**src/rtl/sad_accum.sv**
```systemverilog
// Block accumulator for absolute-difference samples: emits SAD, block maximum and
// sample count per block through a valid/ready result register.
module sad_accum #(
    parameter int DATA_W    = 8,
    parameter int BLOCK_LEN = 16,
    parameter int CNT_W     = $clog2(BLOCK_LEN + 1),
    parameter int SUM_W     = DATA_W + $clog2(BLOCK_LEN)
) (
    input  logic              clk,
    input  logic              rst,
    input  logic              in_valid,
    input  logic [DATA_W-1:0] in_data,
    output logic              in_ready,
    input  logic              flush,
    output logic              out_valid,
    input  logic              out_ready,
    output logic [SUM_W-1:0]  out_sum,
    output logic [DATA_W-1:0] out_max,
    output logic [CNT_W-1:0]  out_count
);

    typedef enum logic {ACCUM, HOLD} state_t;

    state_t            state, state_n;
    logic [SUM_W-1:0]  acc_sum, acc_sum_n, upd_sum;
    logic [DATA_W-1:0] acc_max, acc_max_n, upd_max;
    logic [CNT_W-1:0]  acc_cnt, acc_cnt_n, upd_cnt;
    logic              out_valid_n;
    logic [SUM_W-1:0]  out_sum_n;
    logic [DATA_W-1:0] out_max_n;
    logic [CNT_W-1:0]  out_count_n;
    logic              accept, close;

    assign in_ready = (state == ACCUM);
    assign accept   = in_valid && in_ready;

    // Updated values include the sample accepted this cycle, so a closing block
    // reports its final sample without an extra cycle.
    always_comb begin
        upd_sum = acc_sum;
        upd_max = acc_max;
        upd_cnt = acc_cnt;
        if (accept) begin
            upd_sum = acc_sum + SUM_W'(in_data);
            upd_max = (in_data > acc_max) ? in_data : acc_max;
            upd_cnt = acc_cnt + CNT_W'(1);
        end
    end

    assign close = (state == ACCUM) &&
                   ((accept && (upd_cnt == CNT_W'(BLOCK_LEN))) ||
                    (flush && ((acc_cnt != '0) || accept)));

    always_comb begin
        state_n     = state;
        acc_sum_n   = acc_sum;
        acc_max_n   = acc_max;
        acc_cnt_n   = acc_cnt;
        out_valid_n = out_valid;
        out_sum_n   = out_sum;
        out_max_n   = out_max;
        out_count_n = out_count;
        case (state)
            ACCUM: begin
                if (close) begin
                    state_n     = HOLD;
                    out_valid_n = 1'b1;
                    out_sum_n   = upd_sum;
                    out_max_n   = upd_max;
                    out_count_n = upd_cnt;
                    acc_sum_n   = '0;
                    acc_max_n   = '0;
                    acc_cnt_n   = '0;
                end else begin
                    acc_sum_n = upd_sum;
                    acc_max_n = upd_max;
                    acc_cnt_n = upd_cnt;
                end
            end
            HOLD: begin
                if (out_valid && out_ready) begin
                    state_n     = ACCUM;
                    out_valid_n = 1'b0;
                end
            end
            default: state_n = ACCUM;
        endcase
    end

    always_ff @(posedge clk or negedge rst) begin
        if (!rst) begin
            state     <= ACCUM;
            acc_sum   <= '0;
            acc_max   <= '0;
            acc_cnt   <= '0;
            out_valid <= 1'b0;
            out_sum   <= '0;
            out_max   <= '0;
            out_count <= '0;
        end else begin
            state     <= state_n;
            acc_sum   <= acc_sum_n;
            acc_max   <= acc_max_n;
            acc_cnt   <= acc_cnt_n;
            out_valid <= out_valid_n;
            out_sum   <= out_sum_n;
            out_max   <= out_max_n;
            out_count <= out_count_n;
        end
    end

endmodule
```
**config.mk**
```make
export PLATFORM = sky130hd
export DESIGN_NAME = sad_accum
export DESIGN_NICKNAME = d
export VERILOG_FILES = /design/src/rtl/sad_accum.sv
export SDC_FILE = /design/constraint.sdc
export NUM_CORES = 1
export LEC_CHECK = 0
export CAP_MARGIN = 20
export CORE_ASPECT_RATIO = 1.1
export CORE_MARGIN = 2
export CORE_UTILIZATION = 30
export CTS_CLUSTER_DIAMETER = 150
export DETAILED_ROUTE_END_ITERATION = 12
export SYNTH_ARGS = -nofsm -noshare
export SYNTH_HDL_FRONTEND = slang
export SYNTH_SLANG_ARGS = --single-unit
```
**constraint.sdc**
```tcl
create_clock -name clk -period 2.8 [get_ports clk]
set_clock_uncertainty 0.05 [all_clocks]
set_input_delay 0.7 -clock clk [delete_from_list [all_inputs] [get_ports clk]]
set_output_delay 0.7 -clock clk [all_outputs]
set_load 0.03 [all_outputs]
```
## After elaboration in Yosys (flattened, before gate mapping)

Cells that the tools add are included.

- Add/sub/neg operators: 2
- $lt $le $gt $ge: 1
- Equality and inequality tests: 3
- Multiplexer cells: 13
- Bitwise gates (word level): 1
- Reductions and logical operators: 10

Operators by type and width:

| kind | number |
|---|---|
| $mux W12 | 2 |
| $mux W8 | 3 |
| $add A12 B8 Y12 | 1 |
| $mux W5 | 2 |
| $gt A8 B8 Y1 | 1 |
| $add A5 B1 Y5 const B | 1 |
| $eq A5 B5 Y1 const B | 1 |
| $logic_and A1 B1 Y1 | 5 |
| $reduce_bool A5 Y1 | 1 |
| $mux W1 | 4 |
| $ne A2 B1 Y1 const B | 2 |
| $pmux W1 S2 | 2 |
| $reduce_and A2 Y1 | 2 |
| $logic_or A1 B1 Y1 | 2 |
| $not A1 Y1 | 1 |

- Flip-flop bits (word level): 52
- Output and inout bits: 27

## Logic depth before layout (Yosys ltp)

Gate-level depths: netlist of run 1.

- Depth after elaboration: 9
- Depth in mapped cells: 10
- Gate-level depth less buffers: 8

## Least setup slack after synthesis of run 1

OpenSTA, ideal clock, no wires.

- Path type: input-to-reg
- Start: input port in_data[2]
- End: register acc_sum[11]
- Data arrival time: 2.175 ns
- Data required time: 2.663 ns
- Path slack: 0.488 ns
- Stages on the path: 7
- Path buffers: 0
- Cells stage by stage: ha_1 -> o211ai_1 -> o21ai_0 -> a31oi_1 -> nand3b_1 -> or4_1 -> o211ai_1

- Cells in the longest elaborated chain, start to end: 3

RTL lines:

| item | RTL line | RTL |
|---|---|---|
| from (decl) | 12 | `input logic [DATA_W-1:0] in_data,` |
| $add A12 B8 Y12 | 44 | `upd_sum = acc_sum + SUM_W'(in_data);` |
| $mux W12 | 43 | `if (accept) begin` |
| $mux W12 | 65 | `if (close) begin` |
| to (signal assigned) | 102 | `acc_sum <= acc_sum_n;` |
| to (decl) | 25 | `logic [SUM_W-1:0] acc_sum, acc_sum_n, upd_sum;` |

Every way passes these cells.
A chain may end at the register's enable or synchronous reset.

## Worst setup path after layout of run 1

- Start: input port in_data[2]
- End: register acc_max[0]

- Cells in the longest elaborated chain, start to end: 4

RTL lines:

| item | RTL line | RTL |
|---|---|---|
| $gt A8 B8 Y1 | 45 | `upd_max = (in_data > acc_max) ? in_data : acc_max;` |
| $mux W8 | 45 |  |
| $mux W8 | 43 |  |
| $mux W8 | 65 |  |
| to (signal assigned) | 103 | `acc_max <= acc_max_n;` |
| to (decl) | 26 | `logic [DATA_W-1:0] acc_max, acc_max_n, upd_max;` |

Every way passes these cells.

==> impl_metrics.csv, run 1 <==
group,metric,value,unit
route,ant_nets,0,
power_and_ir_drop,peakVddDrop,0.414,mV
clock_tree,ctsRootBufferMaster,"clkbuf_8",
critical_path,crit_type,"input pin to flop",
synthesis,yosys.area_share.simple,15.5,%
synthesis,synthAdderAreaFrac,8.51,%
final_layout,syn2layout_area_growth,30.6,%
synthesis,synth_flop_cell,"dfrtp_1",
clock_tree,hold_buffers,0,
synthesis,synth_top_family_by_area,"compound AO/OA/AOI/OAI gates",
route,vias_per_cell,5.04,
timing,setup_tns,0,ns
grt,grt-busiest-layer,"met2",
critical_path,crit_path_max_fanout,9,
floorplan,core,9350,um^2
synthesis,synth_xor_area_share,3.95,%
critical_path,cp-start-kind,"input pin",
power_and_ir_drop,seqPwrFrac,35.9,%
final_layout,antenna_cells,0,
clock_tree,cts_resized,0,
power_and_ir_drop,p_sw_share,41.6,%
route,via_count,2454,
critical_path,cp.required,3.01,ns
synthesis,synthCells,298,
timing,tightest_slew,0.580,ns
grt,gr-usage-met1,20.1,%
final_layout,drive_above_1_share,15.4,%
route,wire_per_inst,15.1,um
synthesis,synthArstFlopShare,100,%
clock_tree,cts_sinks,52,
critical_path,arrival,2.87,ns
timing,rsz0062_at_grt,"no",
placed_design,io_buffers,39,
placed_design,placed_cells,479,
placed_design,dp_hpwl,5.55,mm
timing,slew-limit-headroom,61.4,%
floorplan,dieWidth,97.5,um
power_and_ir_drop,clock_power_share,13.5,%
synthesis,syn_nets,330,
timing,max_freq,376,MHz
min_path,hold_path_class,"input pin to asynchronous set/reset pin",
clock_tree,tritoncts,"done",
flow_run,cap_violations,0,
power_and_ir_drop,p_int,2.04,mW
power_and_ir_drop,cellLeakagePower,1.64,nW
power_and_ir_drop,p_comb_share,50.6,%
synthesis,synth_area,2880,um^2
route,wirelength,7.38,mm
synthesis,synth_enable_flop_cells,0,
floorplan,die_height,107,um
timing,finalMaxSlewViolations,0,
grt,grtUsageMet2,25.1,%
timing,setup_viol,0,
power_and_ir_drop,p_switching,1.46,mW
synthesis,synth_compound_area_share,19.4,%
grt,grt_pass1_wl,12.6,mm
grt,grt-ovfl-total,0,
grt,use_met3,2.61,%
route,drc,0,
status,outcome,"finished clean",
placed_design,place.gp.congestion,0.856,
route,drt_first_pass_iters,4,
clock_tree,cts-htree-levels,2,
critical_path,endpoint_kind,"flop",
final_layout,fin_cells,487,
grt,grt_max_degree,31,
floorplan,dieArea,10400,um^2
synthesis,synth_mux_area_share,3.13,%
grt,globalRouteTotalUtil,15.0,%
clock_tree,path_clk_slew,0.11,ns
timing,layout_min_cycle_time,2.66,ns
floorplan,rows,37,
synthesis,avgSynthCellArea,9.67,um^2
route,drt-initial-drc-count,57,
floorplan,io_pins,40,
synthesis,synth_cell_types,43,
final_layout,fin_nets,401,
clock_tree,cts_setup_buffers,0,
synthesis,ys_ff_latch,52,
floorplan,start_util,30.8,%
clock_tree,cts.path.max_buffers,2,
synthesis,seq_area_frac_synth,45.1,%
timing,hold_violations,0,
clock_tree,cts_buffers,5,
clock_tree,clock_latency,0.31,ns
grt,grt_pass1_vias,2459,
power_and_ir_drop,p_per_area,930,nW/um^2
grt,grt_antenna_before_repair,0,
timing,fin_crit_sh,95.0,%
synthesis,yosys_warnings,0,
==> stage by stage <==
stage               instance area, um^2  util [%]  total power, mW  setup WS (ns)  hold slack, ns
finish                             3760      40.3             3.50          0.141           0.315
global route                       3760      40.3             3.76         0.0204           0.369
CTS                                3750      40.1             3.53         0.0965           0.346
detailed placement                 3660      39.1             3.05         -0.210           0.462
global placement                   3660      39.1             3.02         -0.195           0.455
floorplan                          2880         -             2.32          0.488           0.354
==> sequential cells by signal, summed over array words and instances (netlist names) <==
register	flops
state	1
acc_sum	12
out_count	5
out_sum	12
acc_max	8
out_max	8
out_valid	1
acc_cnt	5
==> power groups by stage <==
stage | sequential (mW) | combinational, mW | clock (mW)
after floorplan | 1.59 | 0.728 | 0
after global placement | 1.27 | 1.75 | 0
after detailed placement | 1.27 | 1.77 | 0
after CTS | 1.26 | 1.78 | 0.485
after global routing | 1.30 | 1.95 | 0.513
final | 1.26 | 1.77 | 0.474
==> per-layer routing <==
layer,share of wire (%),vias up,wire length (um)
met4,1.7,0,129
met1,45,1186,3350
met2,49,55,3600
met5,0,-,0
met3,4.1,12,303
li1,-,1201,-
==> cell usage after synthesis, types with 2 or more instances <==
library cell / count / area (um^2)
dfrtp_1: 52 / 1300
nor2_1: 36 / 135
nand2_1: 30 / 113
a21oi_1: 27 / 135
ha_1: 18 / 225
a22o_1: 16 / 140
inv_1: 13 / 48.8
a31oi_1: 12 / 75.1
mux2i_1: 9 / 90.1
buf_2: 7 / 35.0
o211ai_1: 7 / 52.6
xnor2_1: 7 / 61.3
o21ai_0: 6 / 30.0
xor2_1: 6 / 52.6
nand3_1: 5 / 25.0
a21o_1: 4 / 30.0
nand2b_1: 4 / 25.0
clkbuf_1: 3 / 11.3
or2_2: 3 / 18.8
or4_1: 3 / 22.5
and3_1: 2 / 12.5
buf_6: 2 / 22.5
nand3b_1: 2 / 15.0
nand4_1: 2 / 12.5
nor3_1: 2 / 10.0
o31ai_1: 2 / 15.0
or3_1: 2 / 12.5
==> layout make-up <==
type	instances	area [um^2]
fill	933	5590
clock inverter	3	25.0
tap	117	146
inverter	13	48.8
clock buffer	5	68.8
timing repair buffer	77	696
sequential	52	1300
multi-input combinational	220	1480
==> placed cells by master, fill, tap and decap left out, drive strengths merged, types with 5 or more instances in the layout <==
cell / synthesis / routed
a21oi: 28 / 28
a22o: 16 / 16
a31oi: 12 / 12
buf: 10 / 39
clkbuf: 3 / 5
clkdlybuf4s50: 0 / 38
dfrtp: 52 / 52
ha: 18 / 18
inv: 13 / 15
mux2i: 9 / 9
nand2: 31 / 31
nand3: 5 / 5
nor2: 36 / 36
o211ai: 7 / 7
o21ai: 8 / 8
xnor2: 7 / 7
xor2: 6 / 6
==> worst max-delay path, cell delays in order <==
cell and delay, ns:
clkdlybuf4s50_1 0.46, ha_1 0.33, o21ai_0 0.18, a21oi_1 0.07, o21bai_1 0.15, a31oi_1 0.12
buf_4 0.20, nor2_1 0.43, a22o_1 0.22
==> kinds of logic (layout without fill, tap and decap cells) <==
family                   Yosys count  in the layout
AND/OR/NAND/NOR                   97             97
AO/OA/AOI/OAI                     82             82
flip-flops                        52             52
buffers and inverters             26             98
adder cells (fa/ha/maj)           19             19
XOR/XNOR                          13             13
multiplexers                       9              9
==> worst paths after layout <==
kind / start / endpoint / slack, ns / cells after the start
min in group clk: out_valid / state / 0.47 / 1
max: in_data[2] / acc_max[0] / 0.14 / 9
max in group asynchronous: rst / acc_cnt[2] / 1.82 / 2
max reg2reg: acc_cnt[0] / acc_sum[8] / 0.44 / 8
min: rst / out_count[1] / 0.31 / 1
min reg2reg: out_valid / state / 0.47 / 1
Power figures use the tool's default switching activity.
==> run 2: changes to the inputs <==
- CELL_PAD_IN_SITES_DETAIL_PLACEMENT: default -> 2
- CELL_PAD_IN_SITES_GLOBAL_PLACEMENT: default -> 2
- CTS_BUF_LIST: default -> sky130_fd_sc_hd__clkbuf_8
- PLACE_DENSITY_LB_ADDON: default -> 0.1
==> run 2 against run 1 <==
Net effect: register-to-register slack got worse by 0.02 ns; count of clock-buffer cells in the layout rose by 2; sequential share of layout area decreased by 0.92 points; worst setup slack improved by 0.017 ns; non-clock buffer count is 7 higher; die area unchanged; power grew 4.5%; wire length rose by 20%; critical path type unchanged; critical endpoint is now out_sum[11].
==> impl_metrics.csv, run 2 (same netlist as run 1, synthesis figures left out) <==
group,metric,value,unit
critical_path,startpoint,"in_data[1]",
floorplan,start_util,30.8,%
placed_design,placed_cells,486,
critical_path,r2r-start,"acc_cnt[0]",
route,ant_nets,0,
power_and_ir_drop,peakVddDrop,0.482,mV
power_and_ir_drop,cellLeakagePower,1.71,nW
timing,tightest_slew,0.520,ns
placed_design,dp_slack,-0.220,ns
route,vias_per_cell,5.09,
floorplan,dieWidth,97.5,um
critical_path,worstRegToRegCells,8,
route,via_count,2515,
route,wire_per_inst,17.9,um
grt,grt_pass1_vias,2855,
grt,grt-ovfl-total,0,
clock_tree,hold_buffers,0,
critical_path,crit_type,"input pin to flop",
min_path,hold_path_class,"input pin to asynchronous set/reset pin",
clock_tree,path_clk_slew,0.10,ns
placed_design,dp_hpwl,6.59,mm
critical_path,crit_chain,"clkdlybuf4s50_1 > ha_1 > a211oi_1 > o21ai_1 > a31oi_1 > nand3b_1 > xor2_1 > a21oi_1",
clock_tree,cts-htree-levels,2,
final_layout,reg.largest.list,"acc_sum: 12 flops, out_sum: 12 flops",
clock_tree,cts.path.max_buffers,2,
timing,rsz0062_at_grt,"yes",
critical_path,r2r-end,"acc_sum[10]",
critical_path,endpoint_kind,"flop",
clock_tree,clock_latency,0.31,ns
timing,setup_tns,0,ns
final_layout,fin_cells,494,
placed_design,place.gp.congestion,0.778,
floorplan,core,9350,um^2
clock_tree,cts_sinks,52,
grt,grt_antenna_before_repair,0,
route,drt-initial-drc-count,86,
critical_path,reg2reg_setup_slack,0.42,ns
grt,globalRouteTotalUtil,18.0,%
timing,worst_slack,0.158,ns
critical_path,crit_cells,8,
final_layout,syn2layout_area_growth,34.2,%
floorplan,io_pins,40,
route,wirelength,8.84,mm
critical_path,crit_path_max_fanout,4,
grt,grt_pass1_wl,14.9,mm
critical_path,cp-start-kind,"input pin",
floorplan,rows,37,
clock_tree,tritoncts,"done",
status,outcome,"finished clean",
route,drc,0,
critical_path,endpoint,"out_sum[11]",
floorplan,dieArea,10400,um^2
critical_path,arrival,2.79,ns
power_and_ir_drop,p_total,3.66,mW
floorplan,die_height,107,um
final_layout,fin_nets,408,
timing,max_freq,379,MHz
clock_tree,cts_setup_buffers,0,
timing,setup_viol,0,
clock_tree,cts_resized,0,
timing,fin_crit_sh,94.3,%
critical_path,critical_path.top_delay_family,"compound AO/OA/AOI/OAI gates",
critical_path,path_buf_inv,1,
critical_path,cp_slowest_cell,"clkdlybuf4s50_1",
final_layout,drive_above_1_share,17.2,%
timing,slew-limit-headroom,65.3,%
flow_run,cap_violations,0,
timing,hold_violations,0,
placed_design,io_buffers,39,
critical_path,critPathMaxStageDelay,0.51,ns
timing,finalMaxSlewViolations,0,
power_and_ir_drop,p_per_area,946,nW/um^2
grt,grt_max_degree,34,
route,drt_first_pass_iters,3,
clock_tree,ctsRootBufferMaster,"clkbuf_8",
critical_path,cp.required,2.95,ns
final_layout,antenna_cells,0,
clock_tree,cts_buffers,5,
final_layout,mostFrequentLayoutCell,"dfrtp_1",
timing,layout_min_cycle_time,2.64,ns
final_layout,layout_common_cells,"dfrtp_1 (52), buf_4 (41), clkdlybuf4s50_1 (38)",
-- run 2: changes by cell type in the layout (fill, tap and decap cells not counted), sizes merged --
cell	before	now
bufinv	0	1
clkbuf	5	7
clkinvlp	1	0
inv	15	13
buf	39	46
-- run 2: how the worst min path moves through the flow --
stage	from	to	slack [ns]	cells after the start
6_report	rst	out_count[2]	0.29	1
4_1_cts	rst	out_count[2]	0.30	1
3_5_place_dp	acc_max[3]	acc_max[3]	0.46	1
3_3_place_gp	out_count[2]	out_count[2]	0.46	2
2_1_floorplan	rst	acc_cnt[0]	0.35	0
5_1_grt	rst	out_count[2]	0.32	1
-- run 2: stage by stage --
stage / cell area [um^2] / util, % / hold WS [ns]
floorplan: 2880 / - / 0.354
global placement: 3730 / 39.9 / 0.458
detailed placement: 3730 / 39.9 / 0.456
CTS: 3860 / 41.3 / 0.300
global route: 3870 / 41.4 / 0.323
finish: 3870 / 41.4 / 0.291
-- run 2: worst register-to-register path: stages, from the launching register on --
cell      delay, ns
dfrtp_1        0.41
inv_1          0.13
ha_1           0.16
or4b_4         0.47
o21ai_4        0.19
nand2_2        0.23
buf_4          0.22
or3_1          0.34
o211ai_1       0.10
-- run 2: area by class of cell --
class	count	area (um^2)
multi-input combinational	220	1470
tap	117	146
fill	1055	5480
clock buffer	7	96.3
clock inverter	1	30.0
inverter	13	48.8
sequential	52	1300
timing repair buffer	84	773
-- run 2: per-layer routing --
| metal | vias to the layer above | track usage, % | share of wire [%] |
|---|---|---|---|
| met1 | 1278 | 21.9 | 44 |
| li1 | 1205 | - | - |
| met5 | - | 0 | 0 |
| met3 | 6 | 2.48 | 1.8 |
| met2 | 26 | 33.7 | 53 |
| met4 | 0 | 4.17 | 1.1 |
-- run 2: report_power, final --
group | leakage (nW) | switching [mW] | total, mW | internal (mW)
sequential | 0.614 | 0.215 | 1.26 | 1.05
clock | 0.0645 | 0.264 | 0.580 | 0.316
combinational | 1.03 | 0.993 | 1.82 | 0.822
total | 1.71 | 1.47 | 3.66 | 2.19
